[src/rtl/uart_pkg.sv]
// Shared UART definitions used by the receiver and the transmitter.
//   rx_state_t      : receiver frame-tracking states
//   UART_DATA_BITS  : payload bits per frame (8N1)
//   halfBit()       : mid-bit offset, in clocks, for start-bit sampling
package uart_pkg;

  typedef enum logic [2:0] {
    WAIT_IDLE,
    IDLE,
    START,
    DATA,
    STOP
  } rx_state_t;

  localparam int unsigned UART_DATA_BITS = 8;

  // Clocks from the detected falling edge to the middle of the start bit.
  function automatic int unsigned halfBit(input int unsigned bitLength);
    return bitLength / 2 - 1;
  endfunction

endpackage

[src/rtl/sync_bit.sv]
// Generic two-flop synchroniser for a single asynchronous bit.
//   clk   : destination clock
//   reset : asynchronous active-high reset, loads RESET_VALUE into both flops
//   d     : asynchronous input
//   q     : synchronised output, two clocks behind d
module sync_bit #(
  parameter logic RESET_VALUE = 1'b0
) (
  input  logic clk,
  input  logic reset,
  input  logic d,
  output logic q
);

  logic s1;

  always_ff @(posedge clk or posedge reset) begin
    if (reset) begin
      s1 <= RESET_VALUE;
      q  <= RESET_VALUE;
    end else begin
      s1 <= d;
      q  <= s1;
    end
  end

endmodule

[src/rtl/uart_rx_deserializer.sv]
// UART 8N1 receiver feeding the UART ring buffer.
//   clk        : system clock
//   reset      : asynchronous active-high reset
//   rxIn       : raw serial line, idles high
//   dataOut    : last correctly received byte
//   dataValid  : one-cycle strobe, dataOut valid in the same cycle
//   frameError : one-cycle strobe when the stop bit is sampled low
//   busy       : high while a frame is in progress
module uart_rx_deserializer
  import uart_pkg::*;
#(
  parameter int unsigned BITLENGTH = 868
) (
  input  logic                      clk,
  input  logic                      reset,
  input  logic                      rxIn,
  output logic [UART_DATA_BITS-1:0] dataOut,
  output logic                      dataValid,
  output logic                      frameError,
  output logic                      busy
);

  localparam int unsigned HALFBIT = halfBit(BITLENGTH);
  localparam int unsigned TIMER_W = $clog2(BITLENGTH);
  localparam logic [TIMER_W-1:0] HALF_T   = TIMER_W'(HALFBIT);
  localparam logic [TIMER_W-1:0] LAST_T   = TIMER_W'(BITLENGTH - 1);
  localparam logic [2:0]         LAST_IDX = 3'(UART_DATA_BITS - 1);

  rx_state_t                 state, state_nx;
  logic [TIMER_W-1:0]        bit_timer, timer_nx;
  logic [2:0]                bit_index, index_nx;
  logic [UART_DATA_BITS-1:0] shift_reg, shift_nx;
  logic [UART_DATA_BITS-1:0] data_nx;
  logic                      valid_nx, ferr_nx, busy_nx;
  logic                      sync_rx;

  sync_bit #(
    .RESET_VALUE(1'b0)
  ) u_sync (
    .clk  (clk),
    .reset(reset),
    .d    (rxIn),
    .q    (sync_rx)
  );

  // State and output registers.
  always_ff @(posedge clk or posedge reset) begin
    if (reset) begin
      state      <= WAIT_IDLE;
      bit_timer  <= '0;
      bit_index  <= '0;
      shift_reg  <= '0;
      dataOut    <= '0;
      dataValid  <= 1'b0;
      frameError <= 1'b0;
      busy       <= 1'b0;
    end else begin
      state      <= state_nx;
      bit_timer  <= timer_nx;
      bit_index  <= index_nx;
      shift_reg  <= shift_nx;
      dataOut    <= data_nx;
      dataValid  <= valid_nx;
      frameError <= ferr_nx;
      busy       <= busy_nx;
    end
  end

  // Frame tracking: next state, counters, shift register and strobes.
  always_comb begin
    state_nx = state;
    timer_nx = bit_timer;
    index_nx = bit_index;
    shift_nx = shift_reg;
    data_nx  = dataOut;
    valid_nx = 1'b0;
    ferr_nx  = 1'b0;

    case (state)
      // Line must be seen high before a falling edge can count as a start bit.
      WAIT_IDLE: begin
        if (sync_rx) state_nx = IDLE;
      end
      IDLE: begin
        if (!sync_rx) begin
          state_nx = START;
          timer_nx = '0;
        end
      end
      // Re-check the line at mid start bit; a high level means a glitch.
      START: begin
        if (bit_timer == HALF_T) begin
          timer_nx = '0;
          if (!sync_rx) begin
            state_nx = DATA;
            index_nx = '0;
          end else begin
            state_nx = IDLE;
          end
        end else begin
          timer_nx = bit_timer + 1'b1;
        end
      end
      // Timer is already at mid-bit, so each full period lands mid data bit.
      DATA: begin
        if (bit_timer == LAST_T) begin
          shift_nx = {sync_rx, shift_reg[UART_DATA_BITS-1:1]};
          timer_nx = '0;
          index_nx = bit_index + 1'b1;
          if (bit_index == LAST_IDX) state_nx = STOP;
        end else begin
          timer_nx = bit_timer + 1'b1;
        end
      end
      STOP: begin
        if (bit_timer == LAST_T) begin
          timer_nx = '0;
          if (sync_rx) begin
            data_nx  = shift_reg;
            valid_nx = 1'b1;
            state_nx = IDLE;
          end else begin
            ferr_nx  = 1'b1;
            state_nx = WAIT_IDLE;
          end
        end else begin
          timer_nx = bit_timer + 1'b1;
        end
      end
      default: state_nx = WAIT_IDLE;
    endcase

    busy_nx = (state_nx == START) || (state_nx == DATA) || (state_nx == STOP);
  end

endmodule
[config.mk]
export PLATFORM = sky130hd
export DESIGN_NAME = uart_rx_deserializer
export DESIGN_NICKNAME = d
export VERILOG_FILES = /design/src/rtl/uart_pkg.sv /design/src/rtl/sync_bit.sv /design/src/rtl/uart_rx_deserializer.sv
export SDC_FILE = /design/constraint.sdc
export NUM_CORES = 1
export LEC_CHECK = 0
export ABC_AREA = 1
export ABC_CLOCK_PERIOD_IN_PS = 1900
export CELL_PAD_IN_SITES_DETAIL_PLACEMENT = 1
export CELL_PAD_IN_SITES_GLOBAL_PLACEMENT = 2
export CORE_MARGIN = 3
export CORE_UTILIZATION = 35
export CTS_CLUSTER_DIAMETER = 60
export DETAILED_ROUTE_END_ITERATION = 7
export GPL_TIMING_DRIVEN = 0
export PLACE_DENSITY = 0.77
export RECOVER_POWER = 25
export SLEW_MARGIN = 20
export SYNTH_ARGS = -nofsm -noshare
export SYNTH_HDL_FRONTEND = slang
export SYNTH_HIERARCHICAL = 1
export SYNTH_SLANG_ARGS = --single-unit
[constraint.sdc]
create_clock -name clk -period 1.9 [get_ports clk]
set_input_delay 0.475 -clock clk [delete_from_list [all_inputs] [get_ports clk]]
set_output_delay 0.475 -clock clk [all_outputs]
set_load 0.02 [all_outputs]
======== Word-level counts from Yosys, hierarchy flattened ========
Cells that the tools add are included.
word-level totals
  flip-flop bits (word level) ............. 37
  input bits .............................. 3
  logic and storage cells ................. 59
cells by class
  add/subtract/negate cells ............... 2
  eq/ne operators ......................... 14
  multiplexer cells ....................... 23
  reduce and logical (&&, ||, !) cells .... 10
operators by type and width
  cell                                                              count
  10-bit two-way mux                                                3
  10-bit case mux with 3 select lines                               1
  3-bit two-way mux                                                 9
  3-bit case mux with 5 select lines                                1
  3-bit by 2-bit == test with 1-bit output, second input constant   4
  10-bit by 1-bit adder with 10-bit output, second input constant   1
  10-bit == test, second input constant                             1
  10-bit by 9-bit == test with 1-bit output, second input constant  1
  3-bit == test, second input constant                              3
  2-bit != test, second input constant                              4
  1-bit two-way mux                                                 7
  3-bit case mux with 2 select lines                                1
  2-bit AND reduction                                               2
  4-bit AND reduction                                               1
  3-bit by 1-bit adder with 3-bit output, second input constant     1
  3-bit by 1-bit == test with 1-bit output, second input constant   1
  3-bit logical NOT                                                 1
  3-bit AND reduction                                               1
  3-bit nonzero test                                                1
  1-bit logical OR                                                  2
  2-bit two-way mux                                                 1
  2-bit nonzero test                                                1
  2-bit OR reduction                                                1

======== Logic depth before layout (Yosys ltp) ========
  word-level depth ........................ 7
  depth in mapped cells ................... 10
  depth with buffers taken out ............ 9

======== Cells and area by module ========
The synthesis kept the hierarchy.
modules (own cells, without submodules)
  module                times used  cells an instance  area each (um^2)  seq. area each (um^2)
  uart_rx_deserializer  1           225                1821.7            875.8
  sync_bit              1           3                  53.8              50.0

======== Least setup slack after synthesis ========
Ideal clock, no wire load.
  path type ............................... register -> register
  from .................................... register bit_timer[0]
  to ...................................... register dataOut[5]
  setup time .............................. 0.119 ns
  data arrival time ....................... 1.375 ns
  slack ................................... 0.406 ns
  cell stages (with the launch flop) ...... 10
  clock period less this slack ............ 1.494 ns
  cells stage by stage .................... dfrtp_1 -> ha_1 -> inv_1 -> nor2_4 -> inv_2 -> nor2_4 -> nand3_4 -> buf_6 -> nor2_2 -> a21oi_2
on the way
  cells in the longest elaborated chain, start to end .. 2
RTL lines
  element                               line                         RTL
  start: declaration                    uart_rx_deserializer.sv:30   logic [TIMER_W-1:0] bit_timer, timer_nx;
  start signal: assignment              uart_rx_deserializer.sv:59   bit_timer <= timer_nx;
  10-bit == test                        uart_rx_deserializer.sv:116  if (bit_timer == LAST_T) begin
  3-bit AND reduction (no source line)  -
  end signal: assignment                uart_rx_deserializer.sv:62   dataOut <= data_nx;
  end: declaration                      uart_rx_deserializer.sv:17   output logic [UART_DATA_BITS-1:0] dataOut,
No other way between the ends.
A chain may end at the register's enable or synchronous reset.

======== Worst setup path in the final report ========
  from .................................... register dataOut[6]
  to ...................................... output dataOut[6]
No word-level cell between the ends.

==> results.toml <==
[synth]
synth-async-reset-ratio = 1.00
synth_area_per_cell_sq_um = 8.23
synth_top_cells_by_area = "sky130_fd_sc_hd__dfrtp_1 49%, sky130_fd_sc_hd__nand2_1 10%, sky130_fd_sc_hd__nor2_1 7.8%"
syn-num-nets = 235
post_synth_edffs = 0
postSynth.topFlopCell = "sky130_fd_sc_hd__dfrtp_1"
synth.distinct_cells = 23
netlist_instances = 228
synth_sequential_area_ratio = 0.494
post-synth-top-count-cell = "sky130_fd_sc_hd__nand2_1"
yosys_warnings = 6
ys_seq_elements = 37
most_frequent_cells_after_synthesis = "50 x sky130_fd_sc_hd__nand2_1, 39 x sky130_fd_sc_hd__nor2_1, 37 x sky130_fd_sc_hd__dfrtp_1, 35 x sky130_fd_sc_hd__inv_1, 15 x sky130_fd_sc_hd__nand3_1"
yosys.area.top_type = "sky130_fd_sc_hd__dfrtp_1"
area_of_the_mapped_netlist_sq_um = 1880
synth_top_cell_area_share = 0.494

[routing]
firstDrtPassIters = 4
detail_route.drc_violations = 0
route.vias.total = 1453
first_iter_violations = 39
detail_route.wl_per_cell_microns = 13.5
post_drt_via_cell_ratio = 4.54
drtAntennaViolNets = 0
detail_route.wirelength_microns = 4310

[worst_setup_path]
critical_path.endpoint_type = "output port"
critical-path-top-delay-family = "buffers and inverters"
timing.critical_path.buf_inv = 1
cpMaxStageDelayCell = "sky130_fd_sc_hd__clkdlybuf4s50_1"
cp.required_ns = 1.42
crit_arrival_ns = 1.27
worstPathCellList = "clkdlybuf4s50_1"
critical_path.max_fanout = 2
setup.worst_path.start_class = "flip-flop"
critPathKind = "reg2out"
regToRegStartpoint = "bit_timer[0]"
crit_start = "dataOut[6]"
max_stage_delay_ns = 0.61

[clocking]
clockRootBuffer = "sky130_fd_sc_hd__clkbuf_8"
clkSinkCount = 37
tritoncts = "built"
cts-buffers-inserted = 5
cts.htree.levels = 2
path_clk_slew_ns = 0.08
clock_insertion_delay_worst_skew_ns = 0.29
ctsLongestPathBuffers = 2

[power_and_ir_drop]
vdd_drop_max_mv = 0.591
power.density_nw_per_um2 = 1010
power.leakage_uw = 0.00110

[cells_and_area]
largest_reg_flops = 10
final_layout_size_suffix_gt1_frac = 0.132
count_of_inserted_antenna_diode_cells = 0
layout.cells.non_filler = 320
syn_to_final_growth_pct = 19.3
finish.instance_area_sq_um = 2240
nets = 256

[placement]
place_inst = 312
final_hpwl_from_detailed_placement_microns = 3270
io_buffer_count = 13
gp_congestion = 0.752
placed_cell_area_sq_um = 2110

[sta]
final-hold-violation-count = 0
final_period_minus_worst_setup_slack_ns = 1.75
slew_viol_final = 0
tightestPinTransition_ns = 0.593
fmax_mhz = 572
finClkSkew_ns = 0.00506
fin_crit_sh = 0.920
slew_headroom = 0.605
finalSetupViolCount = 0
unrepaired_setup_endpoints_after_global_routing = "false"

[floorplanning]
core-area_sq_um = 5140
rows = 26
die_w_microns = 79.2
initial_utilization = 0.365
die-area_sq_um = 6270
top_level_ports = 14
chipHeight_microns = 79.2

[global_routing]
grt_first_pass_wirelength_microns = 7570
grt_start_max_net_pins = 24
gr-total-overflow = 0
number_of_antenna_violations_at_the_first_check_in_global_routing = 0
grt_use_total = 0.157
first_global_vias = 1565

[min_path]
timing.hold.worst.start = "u_sync/s1"
hp_class = "reg2reg"

[flow_run]
timing.max_cap.violations = 0

[status]
run_status = "completed"
## logic make-up after synthesis
group / count (synthesis) / share of synthesized area
AND/OR/NAND/NOR: 122 / 0.292
AO/OA/AOI/OAI: 21 / 0.0760
adder cells (fa/ha/maj): 4 / 0.0267
flip-flops: 37 / 0.494
buffers and inverters: 39 / 0.0881
XOR/XNOR: 5 / 0.0233
## cell type report
| class | instances | area (sq um) |
|---|---|---|
| clock inverters | 3 | 68.8 |
| multi-input cells | 152 | 787 |
| inverters | 36 | 135 |
| flip-flops and latches | 37 | 926 |
| fillers | 652 | 2900 |
| repair buffers | 14 | 135 |
| well taps | 70 | 87.6 |
| clock buffers | 5 | 68.8 |
| plain buffers | 3 | 30.0 |
## final timing paths
| path | endpoint | slack (ns) | cells past startpoint |
|---|---|---|---|
| min in group asynchronous | u_sync/s1 | 0.48 | 2 |
| min reg2reg | u_sync/q | 0.36 | 0 |
| max | dataOut[6] | 0.15 | 1 |
| min | u_sync/q | 0.36 | 0 |
| max in group asynchronous | bit_timer[4] | 0.28 | 3 |
| max reg2reg | dataOut[5] | 0.21 | 9 |
## cell usage in the layout, fill, tap and decap left out
cell	n
sky130_fd_sc_hd__nand2_1	50
sky130_fd_sc_hd__nor2_1	39
sky130_fd_sc_hd__dfrtp_1	37
sky130_fd_sc_hd__inv_1	34
sky130_fd_sc_hd__nand3_1	15
sky130_fd_sc_hd__clkdlybuf4s50_1	11
sky130_fd_sc_hd__a21oi_2	8
sky130_fd_sc_hd__nand4_1	5
sky130_fd_sc_hd__a21oi_1	5
sky130_fd_sc_hd__clkbuf_8	5
sky130_fd_sc_hd__o21ai_0	4
sky130_fd_sc_hd__xor2_1	4
sky130_fd_sc_hd__nor3_1	3
sky130_fd_sc_hd__nand2_2	3
sky130_fd_sc_hd__nor2_4	3
sky130_fd_sc_hd__o21a_1	3
sky130_fd_sc_hd__ha_1	3
sky130_fd_sc_hd__inv_2	2
sky130_fd_sc_hd__nor2_2	2
sky130_fd_sc_hd__buf_6	2
sky130_fd_sc_hd__bufinv_16	2
sky130_fd_sc_hd__dlygate4sd3_1	2
sky130_fd_sc_hd__nand3_2	1
sky130_fd_sc_hd__nand3_4	1
sky130_fd_sc_hd__buf_4	1
sky130_fd_sc_hd__xnor2_1	1
sky130_fd_sc_hd__o21ai_1	1
sky130_fd_sc_hd__ha_2	1
sky130_fd_sc_hd__inv_6	1
sky130_fd_sc_hd__clkbuf_2	1
## metrics by stage
step	setup WS, ns	util	hold WS (ns)	TNS [ns]	total power, uW
2_1_floorplan	0.406	-	0.216	0	1290
3_3_place_gp	-0.294	0.407	0.341	-10.20	1450
3_5_place_dp	0.143	0.411	0.344	0	1450
4_1_cts	0.106	0.438	0.363	0	2300
5_1_grt	0.0323	0.435	0.365	0	2440
6_report	0.152	0.435	0.358	0	2250
## timing repair
item / in CTS / in global routing
buffers inserted: 0 / 0
resized for setup: 0 / 2
setup endpoints to repair: 0 / 5
hold buffers: 0 / 0
## power breakdown
| group | switching [uW] | internal, uW | total [uW] | leakage (uW) |
|---|---|---|---|---|
| sequential | 73.6 | 855 | 929 | 0.000503 |
| combinational | 336 | 156 | 492 | 0.000533 |
| clock | 304 | 529 | 832 | 0.0000687 |
| total | 713 | 1540 | 2250 | 0.00110 |
## metal layers
layer | routed length (microns) | GRT usage | share of wire | up-vias
li1 | - | - | - | 747
met1 | 2190 | 0.214 | 0.51 | 685
met2 | 1950 | 0.249 | 0.45 | 16
met3 | 109 | 0.0272 | 0.025 | 5
met4 | 62 | 0.0567 | 0.014 | 0
met5 | 0 | 0 | 0 | -
Note: power is estimated with default switching activity, not from simulation.
